$ cat config.mk
export PLATFORM = sky130hd
export DESIGN_NAME = ex_mem_pipe
export DESIGN_NICKNAME = d
export VERILOG_FILES = /design/src/rtl/ex_mem_pipe.sv
export SDC_FILE = /design/constraint.sdc
export NUM_CORES = 1
export LEC_CHECK = 0
export BUFFER_PORTS_ARGS = -buffer_cell sky130_fd_sc_hd__buf_2
export CORE_MARGIN = 5
export CORE_UTILIZATION = 45
export DETAILED_ROUTE_END_ITERATION = 7
export PLACE_DENSITY = 0.89
export SLEW_MARGIN = 5
export SYNTH_ARGS = -nofsm -noshare
export SYNTH_HDL_FRONTEND = slang
export SYNTH_SLANG_ARGS = --single-unit
$ cat constraint.sdc
create_clock -name clk -period 2.5 [get_ports clk]
set_input_delay 0.25 -clock clk [delete_from_list [all_inputs] [get_ports clk]]
set_output_delay 0.25 -clock clk [all_outputs]
set_load 0.02 [all_outputs]
$ cat src/rtl/ex_mem_pipe.sv
// ex_mem_pipe: EX/MEM pipeline register with a req/ack data-memory sequencer.
// Stalls upstream while an access is outstanding and abandons it after TIMEOUT cycles.
`default_nettype none

module ex_mem_pipe #(
  parameter int TIMEOUT = 16
) (
  input  logic        clk,
  input  logic        rst_n,
  input  logic        ex_valid,
  input  logic [1:0]  ex_m3,
  input  logic [15:0] ex_alu_out,
  input  logic [15:0] ex_shift_out,
  input  logic [15:0] ex_pc_p1,
  input  logic [15:0] ex_store_data,
  input  logic [2:0]  ex_rd,
  input  logic        ex_reg_wr,
  input  logic        ex_mem_rd,
  input  logic        ex_mem_wr,
  input  logic        flush,
  input  logic        dmem_ack,
  input  logic [15:0] dmem_rdata,
  output logic [1:0]  m3,
  output logic [15:0] alu_out,
  output logic [15:0] shift_out,
  output logic [15:0] pc_p1,
  output logic [2:0]  mem_rd_dst,
  output logic        mem_reg_wr,
  output logic        mem_valid,
  output logic        dmem_req,
  output logic        dmem_we,
  output logic [15:0] dmem_addr,
  output logic [15:0] dmem_wdata,
  output logic [15:0] load_data,
  output logic        load_done,
  output logic        stall_up,
  output logic        mem_err
);

  typedef enum logic [0:0] {RUN = 1'b0, WAIT = 1'b1} state_e;

  localparam logic [7:0] LAST_CNT = 8'(TIMEOUT - 1);

  state_e      state_q, state_d;
  logic [7:0]  wait_cnt_q, wait_cnt_d;
  logic        mem_err_q, mem_err_d;
  logic        pending_flush_q;
  logic [1:0]  m3_q;
  logic [15:0] alu_out_q, shift_out_q, pc_p1_q, wdata_q, load_data_q;
  logic [2:0]  rd_q;
  logic        reg_wr_q, valid_q, mem_rd_q, mem_wr_q, load_done_q;

  logic op, abandon, complete, advance, capture_valid;

  assign op       = valid_q & (mem_rd_q | mem_wr_q);
  assign abandon  = (state_q == WAIT) & (wait_cnt_q == LAST_CNT);
  assign stall_up = op & ~dmem_ack & ~abandon;
  assign complete = op & (dmem_ack | abandon);
  assign advance  = ~stall_up;
  assign capture_valid = ex_valid & ~flush & ~pending_flush_q;

  assign dmem_req   = op & ~abandon;
  assign dmem_we    = valid_q & mem_wr_q;
  assign dmem_addr  = alu_out_q;
  assign dmem_wdata = wdata_q;
  assign m3         = m3_q;
  assign alu_out    = alu_out_q;
  assign shift_out  = shift_out_q;
  assign pc_p1      = pc_p1_q;
  assign mem_rd_dst = rd_q;
  assign mem_reg_wr = reg_wr_q;
  assign mem_valid  = valid_q;
  assign load_data  = load_data_q;
  assign load_done  = load_done_q;
  assign mem_err    = mem_err_q;

  always_comb begin
    state_d    = state_q;
    wait_cnt_d = wait_cnt_q;
    mem_err_d  = mem_err_q;
    case (state_q)
      RUN: begin
        if (op && !dmem_ack) begin
          state_d    = WAIT;
          wait_cnt_d = 8'd1;
        end
      end
      WAIT: begin
        // Ack takes priority over abandon when both land in the same cycle.
        if (dmem_ack || !op) begin
          state_d    = RUN;
          wait_cnt_d = 8'd0;
        end else if (abandon) begin
          state_d    = RUN;
          wait_cnt_d = 8'd0;
          mem_err_d  = 1'b1;
        end else begin
          wait_cnt_d = wait_cnt_q + 8'd1;
        end
      end
      default: begin
        state_d    = RUN;
        wait_cnt_d = 8'd0;
      end
    endcase
  end

  always_ff @(posedge clk or negedge rst_n) begin
    if (!rst_n) begin
      state_q    <= RUN;
      wait_cnt_q <= 8'd0;
      mem_err_q  <= 1'b0;
    end else begin
      state_q    <= state_d;
      wait_cnt_q <= wait_cnt_d;
      mem_err_q  <= mem_err_d;
    end
  end

  always_ff @(posedge clk or negedge rst_n) begin
    if (!rst_n) begin
      load_data_q <= 16'h0000;
      load_done_q <= 1'b0;
    end else begin
      load_done_q <= complete & mem_rd_q;
      if (complete && mem_rd_q) begin
        load_data_q <= dmem_ack ? dmem_rdata : 16'hFFFF;
      end
    end
  end

  always_ff @(posedge clk or negedge rst_n) begin
    if (!rst_n) begin
      m3_q            <= 2'b00;
      alu_out_q       <= 16'h0000;
      shift_out_q     <= 16'h0000;
      pc_p1_q         <= 16'h0000;
      wdata_q         <= 16'h0000;
      rd_q            <= 3'b000;
      reg_wr_q        <= 1'b0;
      valid_q         <= 1'b0;
      mem_rd_q        <= 1'b0;
      mem_wr_q        <= 1'b0;
      pending_flush_q <= 1'b0;
    end else if (advance) begin
      m3_q            <= ex_m3;
      alu_out_q       <= ex_alu_out;
      shift_out_q     <= ex_shift_out;
      pc_p1_q         <= ex_pc_p1;
      wdata_q         <= ex_store_data;
      rd_q            <= ex_rd;
      reg_wr_q        <= ex_reg_wr & capture_valid;
      valid_q         <= capture_valid;
      mem_rd_q        <= ex_mem_rd;
      mem_wr_q        <= ex_mem_wr;
      pending_flush_q <= 1'b0;
    end else if (flush) begin
      // Remember a flush that arrives while frozen so the next capture is a bubble.
      pending_flush_q <= 1'b1;
    end
  end

endmodule

`default_nettype wire
======== After elaboration in Yosys (flattened, before gate mapping) ========
Index checks and enable logic that the tools add are counted.
Widths: inputs -> output; s select.
operators by class
  add/sub/neg operators ................... 1
  equal/unequal tests ..................... 3
  muxes and demuxes ....................... 11
  bitwise operators ....................... 19
  reductions and logical operators ........ 6
operators with widths
  kind                 number
  $mux 8               3
  $mux 16              1
  $pmux 8 s2           1
  $and 1x1->1          11
  $add 8x1->8 const B  1
  $eq 8x4->1 const B   1
  $not 1->1            6
  $mux 1               5
  $ne 2x2->1 const B   2
  $reduce_and 3->1     1
  $logic_and 1x1->1    2
  $logic_not 1->1      2
  $or 1x1->1           2
  $pmux 1 s2           1
  $logic_or 1x1->1     1
storage, ports and cells
  register bits after elaboration ......... 101
  input bits .............................. 93
  output and inout port bits .............. 108
  logic and storage cells ................. 56

======== Logic depth before layout (Yosys ltp) ========
Gate-level depths: netlist (run 1).
  depth in word-level cells ............... 6
  mapped depth ............................ 8
  depth with buffers taken out ............ 5

======== Worst setup path after synthesis (run 1) ========
OpenSTA, ideal clock, no wires.
  path kind ............................... reg2reg
  from .................................... reg wait_cnt_q[0]
  to ...................................... reg shift_out_q[10], in the netlist shift_out[10]
  library setup time ...................... 125 ps
  arrival ................................. 1894 ps
  required time ........................... 2375 ps
  slack ................................... 481 ps
  cell stages (with the launch flop) ...... 8
  buffers on the path ..................... 3
  period minus slack after synthesis ...... 2019 ps
  cell sequence ........................... dfrtp_1 ha_1 and3_1 buf_2 a311oi_2 buf_6 buf_6 mux2_4
between the ends
  longest elaborated chain between the ends .. 4
RTL lines
  what                      RTL line  source
  start: declaration        45        logic [7:0] wait_cnt_q, wait_cnt_d;
  start signal: assignment  115       wait_cnt_q <= wait_cnt_d;
  $eq 8x4->1                56        assign abandon = (state_q == WAIT) & (wait_cnt_q == LAST_CNT);
  $and 1x1->1               56
  $not 1->1                 57        assign stall_up = op & ~dmem_ack & ~abandon;
  $and 1x1->1               57
  net stall_up              36        output logic stall_up,
  end signal: assignment    148       shift_out_q <= ex_shift_out;
  end: declaration          49        logic [15:0] alu_out_q, shift_out_q, pc_p1_q, wdata_q, load_data_q;
The timed path passes the listed nets, and every way through them passes these cells.
A chain may end at the register's enable or synchronous reset.

======== Worst setup path in the final report (run 1) ========
  from .................................... reg wait_cnt_q[0]
  to ...................................... out stall_up
between the ends
  longest elaborated chain between the ends .. 4
RTL lines
  what              RTL line
  $eq 8x4->1        56
  $and 1x1->1       56
  $not 1->1         57
  $and 1x1->1       57
  end: declaration  36
No other way between the ends.

==> run metrics, run 1 <==
Starting Density=between 40% and 50%; Setup CP Type=reg2out; GRT Resource Usage Total=17.7%; Worst-Margin Slew=0.698 ns; Hold Startpoint=dmem_rdata[3]; cells on worst reg2reg path=6; commonest non-fill, non-tap cell in the layout=buf_2; Mean Syn Cell Area=15.2 um^2; Placer Congestion=0.763; share of layout cells above drive strength 1=63.1%; ANT cells=0; pwr dens=716 nW/um^2; CP Cell Sequence=ha_1 -> and3_1 -> a311oi_4 -> buf_12 -> buf_2; sequential area share after synthesis=about three fifths; IO buf count=200; Crit Path Max Fanout=19; largest net degree at the start of global routing=55; cell family with most CP delay=flip-flops; Place WS=0.323 ns; synthesized area=approximately 4200 um^2; area growth from synthesis to layout=29.9%; die width=106 um; die height=106 um; Clock Sinks=about 100; worst hold path depth=2; Layout Utilization=59.4%; PostCTS Resize Cnt=0; core area=9150 um^2; Synth area leaders=dfrtp_1 (60%), mux2_4 (13%), mux2_2 (9.7%); setup violators final=0; DRT iter0 DRCs=around 110; final worst setup slack=between 0.1 and 0.15 ns; fin crit share=95.4%; Lkg Pwr=2.69 nW; syn_nets=369; GRT overflow=0; DRC viols=0; Reg clk slew, reported paths=around 0.11 ns; Reg power frac=49.7%; Distinct cells, synth=34; r2r startpoint=wait_cnt_q[0]$_DFFE_PN0P_; CTS tree=yes; final WL=approximately 10,000 um; worst-case clock skew=0.0106 ns; outcome=complete, no violations; Pint=2.65 mW; final hold violation count=0; Peak supply drop=364 uV; Comb pwr share=23.8%; Worst-Skew Late Latency=approximately 0.36 ns; reg-to-reg setup timing slack=0.22 ns; post-synthesis instance total=roughly 280; terminus of the critical flop-to-flop path=mem_rd_dst[1]$_DFFE_PN0N_; Filler cells=around 730; Final ANT Viol Nets=0; I/O pins=201; Final Critical Period=between 2 and 2.5 ns; Top FF cell, synth=dfrtp_1; critical path's largest stage delay=0.44 ns; Sw Pwr=approximately 1.2 mW; Longest Clk Path Bufs=2; clock share of power=about a quarter; H-tree levels=3; flops & latches, synth=101; crit path capture type=output pin; CP bufs+invs=2; drt pass-1 iters=4; crit path launch type=flip-flop; via/cell ratio=5.15; area share of the largest cell type after synthesis=about three fifths; standard-cell rows=35; max frequency=419 MHz; Root Driver=clkbuf_8; final net count=558; sw frac=31.8%; maxcap violations=0; global-route wire length before repair=16,000 um; CTS buffer count=9; Hold Path End=load_data[3]$_DFFE_PN0P_; Crit-path slowest cell=dfrtp_1; Yosys warning total=0; max-slew violations=0; post-synthesis async set-or-reset flop share=100%; Vias=2,988; initial antenna violation count=0; cell taking the most area after synthesis=dfrtp_1; Hold WC Path Type=in2reg; hpwl dp=7400 um; Slew HR=roughly 53%; most frequent cells in the layout=buf_2 (199), dfrtp_1 (101), mux2_2 (36); die area=~11,000 um^2; post-DR wirelength/cell=17.4 um; vias in the first global route=3,172; Critical Path AT=2.14 ns; CP required=2.25 ns; EDFF count, synth=0
-- synth_stat cells, drive strengths merged, types with 2 or more instances --
master,number
o21ai,12
nand3,6
buf,28
nand2,4
inv,2
dfrtp,101
mux2,71
o22a,17
nor2,7
a31oi,3
and3,2
a311oi,2
a21oi,3
-- timing repair --
action,CTS,global route
setup buffers,0,2
endpoints found under the setup margin,1,1
endpoints found under the hold margin,47,0
pin swaps,1,1
cloned,1,0
hold buffers,1,0
-- how the worst max path moves through the flow --
stage	startpoint	endpoint	cells after the start
floorplan	wait_cnt_q[0]$_DFFE_PN0P_	shift_out[10]$_DFFE_PN0N_	7
global placement	wait_cnt_q[0]$_DFFE_PN0P_	shift_out[15]$_DFFE_PN0N_	5
detailed placement	wait_cnt_q[0]$_DFFE_PN0P_	shift_out[13]$_DFFE_PN0N_	5
CTS	wait_cnt_q[0]$_DFFE_PN0P_	stall_up	5
global route	wait_cnt_q[0]$_DFFE_PN0P_	stall_up	5
finish	wait_cnt_q[0]$_DFFE_PN0P_	stall_up	5
-- metal layers --
| metal | up-vias | GRT usage [%] | routed length (um) |
|---|---|---|---|
| met5 | - | 0 | 0 |
| met4 | 0 | 5.84 | 135 |
| met3 | 16 | 4.25 | 742 |
| met2 | 143 | 31.6 | 5360 |
| met1 | 1479 | 20.9 | 3870 |
| li1 | 1350 | - | - |
-- power by group through the flow --
stage          Sequential, mW  Clock (mW)  Combinational (mW)
6_report                 1.93        1.03               0.927
5_1_grt                  1.96        1.14               0.987
4_1_cts                  1.93        1.08               0.939
3_5_place_dp             1.96           0               0.928
3_3_place_gp             1.95           0               0.901
2_1_floorplan            2.17           0               0.363
-- registers in the layout (all words and copies together), names as in the netlist --
signal           cells
alu_out             16
dmem_wdata          16
load_data           16
load_done            1
m3                   2
mem_err              1
mem_rd_dst           3
mem_rd_q             1
mem_reg_wr           1
mem_valid            1
mem_wr_q             1
pc_p1               16
pending_flush_q      1
shift_out           16
state_q              1
wait_cnt_q           8
-- metrics by stage --
step / cell area [um^2] / TNS [ns] / total power, mW / cells / hold WS, ns
CTS: 5420 / 0 / 3.95 / 578 / 0.0647
finish: 5430 / 0 / 3.89 / 580 / 0.0897
floorplan: 4180 / 0 / 2.54 / 275 / -0.0456
global placement: 5180 / 0 / 2.85 / 560 / 0.293
global route: 5430 / -0.00847 / 4.09 / 580 / 0.0683
detailed placement: 5180 / 0 / 2.89 / 560 / 0.314
-- cells by family after synthesis --
kind of cell | share of synthesized area, %
DFF | 60.4
muxes | 22.3
AOI/OAI and AO/OA | 7.99
buffers and inverters | 5.44
and+or+nand+nor | 3.38
xor gates and xnor gates | 0.209
adders and majority gates | 0.299
-- area by class of cell --
type	instances	area, um^2	share of cell area, %
sequential	101	2530	46.5
timing repair buffer	207	1120	20.6
clock inverter	6	61.3	1.13
tap	111	139	2.56
inverter	2	7.51	0.138
multi-input combinational	143	1440	26.5
clock buffer	10	138	2.53
No activity file was read; power rests on OpenSTA's default activity.
==> inputs of run 2 (changes only) <==
Settings changed: BUFFER_PORTS_ARGS -buffer_cell sky130_fd_sc_hd__buf_2 to -buffer_cell sky130_fd_sc_hd__buf_4, CORE_ASPECT_RATIO set to 0.9, RECOVER_POWER set to 50.
==> run metrics, run 2 (same netlist as run 1, synthesis figures left out) <==
maxcap violations=0; Hold Path End=load_data[6]$_DFFE_PN0P_; max-slew violations=0; Hold WS=0.112 ns; unrepaired setup endpoints after global routing=no; Crit Path Max Fanout=33; final net count=557; I/O pins=about 200; Worst-Margin Slew=1.30 ns; share of layout cells above drive strength 1=roughly two fifths; ANT cells=0; setup violators final=0; area growth from synthesis to layout=31.5%; Clock Sinks=101; pwr dens=just under 700 nW/um^2; core area=9080 um^2; Crit-path slowest cell=dfrtp_1; Peak supply drop=379 uV; final WL=10,100 um; CTS tree=yes; Reg clk slew, reported paths=0.09 ns; commonest non-fill, non-tap cell in the layout=clkbuf_1; terminus of the critical flop-to-flop path=pc_p1[11]$_DFFE_PN0N_; DRT iter0 DRCs=89; Hold WC Path Type=in2reg; CP required=2.25 ns; die height=101 um; Slew HR=13.2%; Vias=between 2,000 and 3,000; max frequency=425 MHz; worst hold path depth=2; global-route wire length before repair=16,000 um; crit path capture type=output pin; Placer Congestion=0.856; GRT overflow=0; Longest Clk Path Bufs=2; reg-to-reg setup timing slack=0.19 ns; Final ANT Viol Nets=0; final std cells w/o fill=590; Root Driver=clkbuf_8; die width=112 um; CTS buffer count=9; Critical Path AT=2.10 ns; DRC viols=0; GRT Resource Usage Total=17.5%; most frequent cells in the layout=clkbuf_1 (106), dfrtp_1 (101), buf_4 (97); hpwl dp=7470 um; initial antenna violation count=0; die area=11,300 um^2; vias in the first global route=3,115; IO buf count=200; Lkg Pwr=2.45 nW; setup TNS=0 ns; standard-cell rows=33; Layout Utilization=60.6%; CP Cell Sequence=ha_1 -> and3_1 -> a311oi_4 -> buf_12 -> buf_4; largest net degree at the start of global routing=53; r2r startpoint=wait_cnt_q[0]$_DFFE_PN0P_; CP bufs+invs=2; post-DR wirelength/cell=between 15 and 20 um; cells on worst reg2reg path=6; Setup CP Type=reg2out; Hold Startpoint=dmem_rdata[6]; Overall Power=3.75 mW; Worst-Skew Late Latency=approximately 0.35 ns; Post-Place Cells=571; Final Critical Period=2.35 ns; drt pass-1 iters=4; outcome=complete, no violations; via/cell ratio=4.95; fin crit share=94.1%; cell family with most CP delay=buffers and inverters; worst-case clock skew=0.0137 ns; final hold violation count=0; crit path launch type=flip-flop; critical path's largest stage delay=0.44 ns; Starting Density=46.0%; H-tree levels=3
run 2: worst max-delay path by stage:
| stage | cells past startpoint | to | startpoint |
|---|---|---|---|
| final | 5 | stall_up | wait_cnt_q[0]$_DFFE_PN0P_ |
| after CTS | 5 | stall_up | wait_cnt_q[0]$_DFFE_PN0P_ |
| after global routing | 5 | stall_up | wait_cnt_q[0]$_DFFE_PN0P_ |
| after detailed placement | 5 | alu_out[1]$_DFFE_PN0N_ | wait_cnt_q[0]$_DFFE_PN0P_ |
| after global placement | 5 | alu_out[2]$_DFFE_PN0N_ | wait_cnt_q[0]$_DFFE_PN0P_ |
| after floorplan | 7 | shift_out[10]$_DFFE_PN0N_ | wait_cnt_q[0]$_DFFE_PN0P_ |
run 2: worst register-to-register path, delay by kind of cell, from the launching register on:
kind / cells / cell delay (ns)
buffers and inverters: 2 / 0.56
adders and majority gates: 1 / 0.25
AOI/OAI and AO/OA: 1 / 0.35
muxes: 1 / 0.34
and+or+nand+nor: 1 / 0.26
DFF: 1 / 0.44
run 2: area by class of cell:
class	count	area (um^2)
clock buffers	11	131
clock inverters	5	37.5
fillers	828	3580
inverters	2	7.51
multi-input cells	143	1440
flip-flops and latches	101	2530
well taps	122	153
repair buffers	206	1210
run 2: layer usage:
metal | up-vias | track usage [%] | routed length [um]
met5 | - | 0 | 0
met2 | 118 | 30.6 | 5130
met4 | 0 | 4.68 | 147
met1 | 1434 | 21.1 | 4060
li1 | 1357 | - | -
met3 | 13 | 5.62 | 721
run 2: power by group:
part / internal [mW] / switching, mW / total, mW
combinational: 0.394 / 0.510 / 0.905
clock: 0.365 / 0.542 / 0.907
sequential: 1.82 / 0.120 / 1.94
total: 2.58 / 1.17 / 3.75
run 2: timing repair:
| action | CTS | global route |
|---|---|---|
| cloned | 1 | 0 |
| resized for setup | 0 | 0 |
| buffers inserted | 0 | 1 |
| pin swaps | 0 | 1 |
| hold buffers | 1 | 0 |
| endpoints found under the setup margin | 1 | 1 |
| endpoints found under the hold margin | 51 | 0 |
run 2: through the flow:
step	area [um^2]	setup WS (ns)
3_5_place_dp	5680	0.278
5_1_grt	5500	0.0378
4_1_cts	5890	0.0106
3_3_place_gp	5680	0.346
6_report	5500	0.146
2_1_floorplan	4180	0.481
==> inputs of run 3 (changes only) <==
Settings changed: ABC_AREA set to 1, CTS_BUF_LIST set to sky130_fd_sc_hd__clkbuf_8, PLACE_DENSITY 0.89 to 0.88.
==> run metrics, run 3 <==
final net count=783; Yosys warning total=0; area share of the largest cell type after synthesis=between 50 and 60%; Hold Startpoint=ex_pc_p1[3]; core area=about 9600 um^2; share of layout cells above drive strength 1=20.8%; clock share of power=25.4%; hpwl dp=8800 um; commonest non-fill, non-tap cell in the layout=nand2_1; die width=114 um; Post-CTS Setup Inserts=0; Pint=2.82 mW; crit path capture type=flip-flop; FF/Latch Area=2530 um^2; IO buf count=200; Final Critical Period=2.02 ns; post-synthesis async set-or-reset flop share=100%; Vias=3,907; cell taking the most area after synthesis=dfrtp_1; most frequent cells in the layout=nand2_1 (265), buf_4 (102), dfrtp_1 (101); Synth area leaders=dfrtp_1 (58%), nand2_1 (23%), nand3_1 (4.5%); Hold WS=0.0890 ns; vias in the first global route=about 4,000; top post-synthesis cells by count=nand2_1 (265), dfrtp_1 (101), nand3_1 (39); setup TNS=0 ns; standard-cell rows=34; Starting Density=a little under half; r2r startpoint=wait_cnt_q[0]$_DFFE_PN0P_; Top Metal Used=met4; Top FF cell, synth=dfrtp_1; via/cell ratio=4.77; Reg clk slew, reported paths=0.10 ns; Reg power frac=47.5%; crit path launch type=flip-flop; outcome=complete, but fails checks; failing checks=capacitance limit, slew limit; Crit Path Max Fanout=60; area growth from synthesis to layout=29.5%; die height=103 um; sw frac=35.0%; post-DR wirelength/cell=14.5 um; global-route wire length before repair=18,900 um; pwr dens=769 nW/um^2; max-slew violations=64; most numerous cell in the Yosys netlist=nand2_1; Clock Sinks=between 100 and 150; Sw Pwr=1.52 mW; DRT iter0 DRCs=215; Slew HR=-5.95%; ANT cells=0; Lkg Pwr=3.01 nW; CP required=2.78 ns; fin crit share=80.9%; CTS buffer count=9; die area=11,800 um^2; unrepaired setup endpoints after global routing=no; Worst-Margin Slew=approximately 1.6 ns; met3 wire length=1080 um; max frequency=about 490 MHz; synthesized area=4360 um^2; sequential area share after synthesis=58.0%; Longest Clk Path Bufs=2; maxcap violations=1; DRC viols=0; Critical Path AT=2.30 ns; worst-case clock skew=about 0.014 ns; final std cells w/o fill=819; Setup CP Type=reg2reg; I/O pins=201; Peak supply drop=536 uV; Distinct cells, synth=23; Worst-Skew Late Latency=0.35 ns; GRT Resource Usage Total=20.1%; DRT met1 WL=4610 um; area of the multi-input gates=1490 um^2; Post-Place Cells=803; Root Driver=clkbuf_8; cells on worst reg2reg path=9; Final ANT Viol Nets=0; post-synthesis instance total=511; Comb pwr share=27.1%; initial antenna violation count=0; final WL=11,800 um; Filler cells=~900; CTS Hold Bufs=1; Worst Setup SP=wait_cnt_q[0]$_DFFE_PN0P_; setup violators final=0; CTS tree=yes; EDFF count, synth=0; Placer Congestion=0.885; flops & latches, synth=approximately 100; final hold violation count=0; Met2 Wirelength=6070 um; Hold WC Path Type=in2reg; PostCTS Resize Cnt=0; Mean Syn Cell Area=~8.5 um^2; syn_nets=605; drt pass-1 iters=7; worst hold path depth=3; H-tree levels=3; largest net degree at the start of global routing=76; GRT overflow=0
[run 3: kinds of logic (layout without fill, tap and decap cells)]
| logic type | count (synthesis) | count (layout) | synth area share, % |
|---|---|---|---|
| adders and majority gates | 1 | 1 | 0.287 |
| xor gates and xnor gates | 3 | 3 | 0.603 |
| and+or+nand+nor | 339 | 339 | 32.3 |
| buffers and inverters | 60 | 242 | 7.90 |
| DFF | 101 | 101 | 58.0 |
| AOI/OAI and AO/OA | 7 | 7 | 0.862 |
[run 3: final timing paths]
kind | endpoint | slack [ns]
min reg2reg | pc_p1[15]$_DFFE_PN0N_ | 0.48
max in group asynchronous | dmem_wdata[6]$_DFFE_PN0N_ | 0.70
max reg2reg | mem_reg_wr$_DFFE_PN0N_ | 0.48
max | mem_reg_wr$_DFFE_PN0N_ | 0.48
min | pc_p1[3]$_DFFE_PN0N_ | 0.09
min in group asynchronous | mem_valid$_DFFE_PN0N_ | 0.84
[run 3: critical path, stage by stage (launching register included)]
cell and delay, ns:
dfrtp_1 0.41, ha_1 0.24, nand2_1 0.12, nor2_4 0.07, nand3_4 0.09, nand2_2 0.06, inv_2 0.19, buf_4 0.53
nand2_1 0.11, nand2_1 0.09
[run 3: layer usage]
metal	track usage [%]	vias to the layer above
li1	-	1896
met2	35.4	164
met4	4.25	0
met5	0	-
met3	6.75	10
met1	24.4	1837
[run 3: layout make-up]
cell class	instances	share of cell area, %
multi-input combinational	350	26.3
inverter	23	1.53
tap	126	2.80
timing repair buffer	204	20.8
sequential	101	44.8
clock buffer	9	2.20
clock inverter	6	1.55
[run 3: power groups by stage]
stage                     Combinational [mW]  Clock [mW]  Sequential (mW)
after floorplan                        0.470           0             2.37
after global placement                  1.38           0             2.09
after detailed placement                1.41           0             2.10
after CTS                               1.41        1.14             2.07
after global routing                    1.29        1.21             2.10
final                                   1.17        1.10             2.06
[run 3: metrics by stage]
| stage | util [%] | power [mW] | worst slack (ns) | area (um^2) |
|---|---|---|---|---|
| global placement | 60.5 | 3.46 | 0.569 | 5790 |
| finish | 58.9 | 4.34 | 0.477 | 5640 |
| CTS | 62.8 | 4.63 | 0.473 | 6010 |
| global route | 58.9 | 4.60 | 0.265 | 5640 |
| detailed placement | 60.5 | 3.51 | 0.487 | 5790 |
| floorplan | - | 2.84 | 0.978 | 4360 |
